$ cat src/rtl/imem_loader.sv
// Byte-stream program loader: assembles big-endian words from a framed stream,
// writes them to instruction RAM and holds the core in reset until the image verifies.
module imem_loader #(
  parameter int DEPTH   = 64,
  parameter int ADDR_W  = 6,
  parameter int TIMEOUT = 65535
) (
  input  logic              clk,
  input  logic              reset,
  input  logic              start,
  input  logic [7:0]        rx_data,
  input  logic              rx_valid,
  output logic              rx_ready,
  output logic              wr_en,
  output logic [ADDR_W-1:0] wr_addr,
  output logic [31:0]       wr_data,
  output logic              core_reset,
  output logic              done,
  output logic              error,
  output logic [1:0]        err_code,
  output logic [ADDR_W:0]   words_written
);
  localparam int         TW      = (TIMEOUT < 2) ? 1 : $clog2(TIMEOUT + 1);
  localparam bit         TMO_EN  = (TIMEOUT != 0);
  localparam logic [TW-1:0] TMO_LIM = TW'(TIMEOUT);
  localparam logic [8:0] DEPTH9  = 9'(DEPTH);

  typedef enum logic [2:0] {S_IDLE, S_HDR, S_DATA, S_WRITE, S_CSUM, S_DONE, S_ERR} state_t;

  state_t              state_q, state_d;
  logic [ADDR_W:0]     n_q, n_d, ww_q, ww_d;
  logic [1:0]          bcnt_q, bcnt_d;
  logic [31:0]         shift_q, shift_d;
  logic [7:0]          csum_q, csum_d;
  logic [TW-1:0]       tmo_q, tmo_d, tmo_inc;
  logic                wr_en_q, wr_en_d;
  logic [ADDR_W-1:0]   wr_addr_q, wr_addr_d;
  logic [31:0]         wr_data_q, wr_data_d;
  logic [1:0]          err_q, err_d;
  logic                core_reset_q, done_q, error_q;
  logic                accept, listening, timed_out;

  assign listening = (state_q == S_HDR) || (state_q == S_DATA) || (state_q == S_CSUM);
  assign accept    = listening && rx_valid;
  assign tmo_inc   = tmo_q + TW'(1);
  assign timed_out = TMO_EN && listening && !accept && (tmo_inc == TMO_LIM);

  always_comb begin
    state_d   = state_q;
    n_d       = n_q;
    ww_d      = ww_q;
    bcnt_d    = bcnt_q;
    shift_d   = shift_q;
    csum_d    = csum_q;
    tmo_d     = '0;
    wr_en_d   = 1'b0;
    wr_addr_d = wr_addr_q;
    wr_data_d = wr_data_q;
    err_d     = err_q;

    // Idle-gap counter only runs while the loader is waiting on the host.
    if (listening && !accept && TMO_EN) tmo_d = tmo_inc;

    case (state_q)
      S_IDLE, S_DONE, S_ERR: begin
        if (start) begin
          state_d = S_HDR;
          ww_d    = '0;
          bcnt_d  = '0;
          csum_d  = '0;
          err_d   = 2'b00;
        end
      end
      S_HDR: begin
        if (accept) begin
          if (rx_data == 8'd0 || {1'b0, rx_data} > DEPTH9) begin
            state_d = S_ERR;
            err_d   = 2'b01;
          end else begin
            n_d     = rx_data[ADDR_W:0];
            state_d = S_DATA;
          end
        end else if (timed_out) begin
          state_d = S_ERR;
          err_d   = 2'b11;
        end
      end
      S_DATA: begin
        if (accept) begin
          shift_d = {shift_q[23:0], rx_data};
          csum_d  = csum_q ^ rx_data;
          bcnt_d  = bcnt_q + 2'd1;
          if (bcnt_q == 2'd3) begin
            state_d   = S_WRITE;
            wr_en_d   = 1'b1;
            wr_addr_d = ww_q[ADDR_W-1:0];
            wr_data_d = {shift_q[23:0], rx_data};
          end
        end else if (timed_out) begin
          state_d = S_ERR;
          err_d   = 2'b11;
        end
      end
      S_WRITE: begin
        ww_d    = ww_q + (ADDR_W+1)'(1);
        state_d = (ww_d == n_q) ? S_CSUM : S_DATA;
      end
      S_CSUM: begin
        if (accept) begin
          if (rx_data == csum_q) state_d = S_DONE;
          else begin
            state_d = S_ERR;
            err_d   = 2'b10;
          end
        end else if (timed_out) begin
          state_d = S_ERR;
          err_d   = 2'b11;
        end
      end
      default: state_d = S_IDLE;
    endcase
  end

  always_ff @(posedge clk or posedge reset) begin
    if (reset) begin
      state_q      <= S_IDLE;
      n_q          <= '0;
      ww_q         <= '0;
      bcnt_q       <= '0;
      shift_q      <= '0;
      csum_q       <= '0;
      tmo_q        <= '0;
      wr_en_q      <= 1'b0;
      wr_addr_q    <= '0;
      wr_data_q    <= '0;
      err_q        <= 2'b00;
      core_reset_q <= 1'b1;
      done_q       <= 1'b0;
      error_q      <= 1'b0;
    end else begin
      state_q      <= state_d;
      n_q          <= n_d;
      ww_q         <= ww_d;
      bcnt_q       <= bcnt_d;
      shift_q      <= shift_d;
      csum_q       <= csum_d;
      tmo_q        <= tmo_d;
      wr_en_q      <= wr_en_d;
      wr_addr_q    <= wr_addr_d;
      wr_data_q    <= wr_data_d;
      err_q        <= err_d;
      // Status flops track the next state so they change on the same edge as it.
      core_reset_q <= (state_d != S_DONE);
      done_q       <= (state_d == S_DONE);
      error_q      <= (state_d == S_ERR);
    end
  end

  assign rx_ready      = listening;
  assign wr_en         = wr_en_q;
  assign wr_addr       = wr_addr_q;
  assign wr_data       = wr_data_q;
  assign core_reset    = core_reset_q;
  assign done          = done_q;
  assign error         = error_q;
  assign err_code      = err_q;
  assign words_written = ww_q;
endmodule

$ cat config.mk
export PLATFORM = sky130hd
export DESIGN_NAME = imem_loader
export DESIGN_NICKNAME = d
export VERILOG_FILES = /design/src/rtl/imem_loader.sv
export SDC_FILE = /design/constraint.sdc
export NUM_CORES = 1
export LEC_CHECK = 0
export BUFFER_PORTS_ARGS = -buffer_cell sky130_fd_sc_hd__buf_2
export CAP_MARGIN = 0
export CELL_PAD_IN_SITES_DETAIL_PLACEMENT = 1
export CELL_PAD_IN_SITES_GLOBAL_PLACEMENT = 2
export CORE_ASPECT_RATIO = 1.4
export CORE_MARGIN = 2
export CORE_UTILIZATION = 30
export DETAILED_ROUTE_END_ITERATION = 8
export GPL_ROUTABILITY_DRIVEN = 0
export PLACE_DENSITY_LB_ADDON = 0.25
export REMOVE_ABC_BUFFERS = 1
export SLEW_MARGIN = 10
export SYNTH_ARGS = -nofsm -noshare
export SYNTH_HDL_FRONTEND = slang
export SYNTH_SLANG_ARGS = --single-unit
$ cat constraint.sdc
create_clock -name clk -period 5.28 [get_ports clk]
set_input_delay 1.056 -clock clk [delete_from_list [all_inputs] [get_ports clk]]
set_output_delay 1.056 -clock clk [all_outputs]
set_load 0.01 [all_outputs]
==> results.json <==
{
  "ios": 64,
  "final_common_cell": "dfrtp_1",
  "antenna_cells": 0,
  "first_iter_violations": 166,
  "worst_slack_ns": 2.35,
  "fmax_ghz": 0.341,
  "htree_levels": 3,
  "grt_pass1_vias": 4355,
  "routedWlPerCell_um": 16.7,
  "finalNetCount": 595,
  "synth_area_leaders": "dfrtp_1 50%, mux2_2 9.5%, nand2_1 6.5%",
  "dr_total_vias": 4062,
  "ant_nets": 0,
  "start_util_pct": 30.4,
  "use_met2_pct": 26.6,
  "die_w_um": 118,
  "die-area_mm2": 0.0193,
  "cp_cell_sequence": "nor2_2 > nand2_1 > o21ai_0 > buf_2",
  "post_dp_cell_area_mm2": 0.00594,
  "crit_path_max_incr_delay_ns": 0.68,
  "criticalPathCategory": "register to output pin",
  "hold_class": "register to register",
  "cellPowerDensity_mw_per_mm2": 476,
  "dp.cells": 808,
  "critPathMaxFanout": 23,
  "layout.cells.non_filler": 823,
  "p_leak_nw": 2.95,
  "synth_cells": 534,
  "whs_ns": 0.488,
  "die_h_um": 164,
  "routed_wl_um": 13800,
  "status": "complete, no violations",
  "cts_hold_buffers": 0,
  "rows": 58,
  "synthToLayoutAreaGrowth_pct": 14.4,
  "antenna_found_initial": 0,
  "grt_overflow": 0,
  "drv_cap": 0,
  "io_buffers": 63,
  "hold_viol": 0,
  "cp.required_ns": 4.22,
  "crit_slowest_cell": "dfrtp_1",
  "cts_tree": "built",
  "clk_pin_slew_ns": 0.08,
  "ys_ff_latch": 111,
  "tightest_slew_ns": 1.00,
  "drv_slew": 0,
  "grt_use_total_pct": 15.0,
  "synthArstFlopShare_pct": 100,
  "layout_common_cells": "110 x dfrtp_1, 93 x nand2_1, 63 x buf_2, 46 x mux2_2, 39 x nor2_1",
  "yosysTopAreaCell": "dfrtp_1",
  "synth_edf_count": 0,
  "fin_crit_sh_pct": 55.6,
  "grt_max_degree": 80,
  "grt_pass1_wl_um": 22900,
  "startpoint_type": "register",
  "cts_buffers": 9,
  "setup_tns_ns": 0,
  "seq_area_frac_synth_pct": 51.0,
  "drc": 0,
  "busiest_layer": "met2",
  "synth_cell_type_count": 65,
  "worst_setup_path_end_kind": "output pin",
  "finalInstanceArea_mm2": 0.00624,
  "yosys_warnings": 0,
  "maxSlewHeadroom_pct": 33.2,
  "synthFlopType": "dfrtp_1",
  "skew_ns": 0.00595,
  "grt_setup_unrepaired": "false",
  "ir_drop_mv": 0.186,
  "grtUsageMet3_pct": 2.48,
  "min_period_ns": 2.93,
  "dpl.hpwl_um": 9570,
  "post-place-ws_ns": 1.99,
  "cts_buffer_depth": 2,
  "core_mm2": 0.0179,
  "first_pass_iters": 4,
  "clk_latency_ns": 0.36,
  "gr-usage-met1_pct": 18.2,
  "avgSynthCellArea_um2": 10.2,
  "routed_via_density": 4.94,
  "cts_root_buffer": "clkbuf_16",
  "drive_above_1_share_pct": 25.4,
  "clock-sinks": 111,
  "worst_ep_arrival_time_ns": 1.88,
  "synth.top_cell.area_share_pct": 50.5,
  "cts_setup_buffers": 0,
  "setup_viol": 0,
  "syn_area_mm2": 0.00545,
  "cts_resized": 0
}
==> critical path, delay by kind of cell, from the launching register on <==
kind / cells / cell delay, ns
buffers and inverters: 1 / 0.16
and+or+nand+nor: 2 / 0.56
DFF: 1 / 0.68
AOI/OAI and AO/OA: 1 / 0.11
==> through the flow <==
stage | utilization (%) | total power, mW
2_1_floorplan | - | 1.92
6_report | 34.8 | 2.97
3_3_place_gp | 33.1 | 2.26
3_5_place_dp | 33.1 | 2.29
4_1_cts | 34.8 | 3.02
5_1_grt | 34.8 | 3.20
==> logic make-up (layout without fill, tap and decap cells) <==
family	after synthesis	count (layout)	share of synthesized area (%)
compound gates	91	91	10.6
xor+xnor	34	34	5.87
fa+ha+maj	4	4	0.918
buf+inv	44	93	3.81
flops	111	111	51.0
mux	47	47	9.68
simple gates	203	203	18.1
==> final timing paths <==
check | to | slack [ns] | cells after the start | from
min in group asynchronous | wr_en$_DFF_PP0_ | 0.92 | 2 | reset
setup reg to reg | core_reset$_DFF_PP1_ | 2.45 | 6 | state_q[0]$_DFF_PP0_
max in group asynchronous | words_written[4]$_DFFE_PP0P_ | 3.33 | 3 | reset
hold / removal | shift_q[23]$_DFFE_PP0P_ | 0.49 | 2 | shift_q[23]$_DFFE_PP0P_
hold reg to reg | shift_q[23]$_DFFE_PP0P_ | 0.49 | 2 | shift_q[23]$_DFFE_PP0P_
setup / recovery | rx_ready | 2.35 | 4 | state_q[0]$_DFF_PP0_
==> metal layers <==
layer / share of wire [%] / wire [um]
met1: 44 / 6040
met5: 0 / 0
met4: 1.8 / 248
met3: 2.7 / 367
met2: 52 / 7110
==> state kept, by name, summed over array words and instances (netlist names) <==
name           flops
bcnt_q             2
core_reset         1
csum_q             8
done               1
err_code           2
error              1
n_q                7
shift_q           24
state_q            3
tmo_q             16
words_written      7
wr_addr            6
wr_data           32
wr_en              1
==> Yosys cell counts (2+ instances only) <==
master / count
a21oi_1: 24
nor3_4: 2
xnor2_2: 3
nor4_2: 2
a2111oi_0: 2
nand3_1: 13
clkbuf_2: 2
a311oi_1: 4
a211oi_1: 2
buf_2: 11
dfrtp_1: 110
nor2b_1: 4
inv_1: 10
xor2_1: 11
o21ai_0: 24
nand4_1: 7
o21bai_1: 2
nand2b_1: 5
o31ai_1: 3
nor4_1: 2
and3_4: 3
nand2_1: 94
a31oi_1: 9
clkbuf_1: 14
xnor2_1: 20
o22ai_1: 3
a32oi_1: 2
a41oi_1: 3
mux2_2: 46
nor2_1: 39
ha_1: 4
buf_4: 5
nand4b_1: 3
and3_1: 2
nor3_1: 14
==> power breakdown <==
part           internal [mW]  leakage, nW  switching, mW
logic                  0.402         1.31          0.551
clock network          0.375        0.146          0.333
registers               1.09         1.49          0.215
total                   1.87         2.95           1.10
==> layout make-up <==
class / count / area [um^2]
Tap cell: 240 / 300
Multi-Input combinational cell: 379 / 2470
Fill cell: 2086 / 11700
Clock inverter: 6 / 77.6
Clock buffer: 9 / 225
Inverter: 11 / 43.8
Sequential cell: 111 / 2780
Timing Repair Buffer: 67 / 345
No activity file was read; power rests on OpenSTA's default activity.
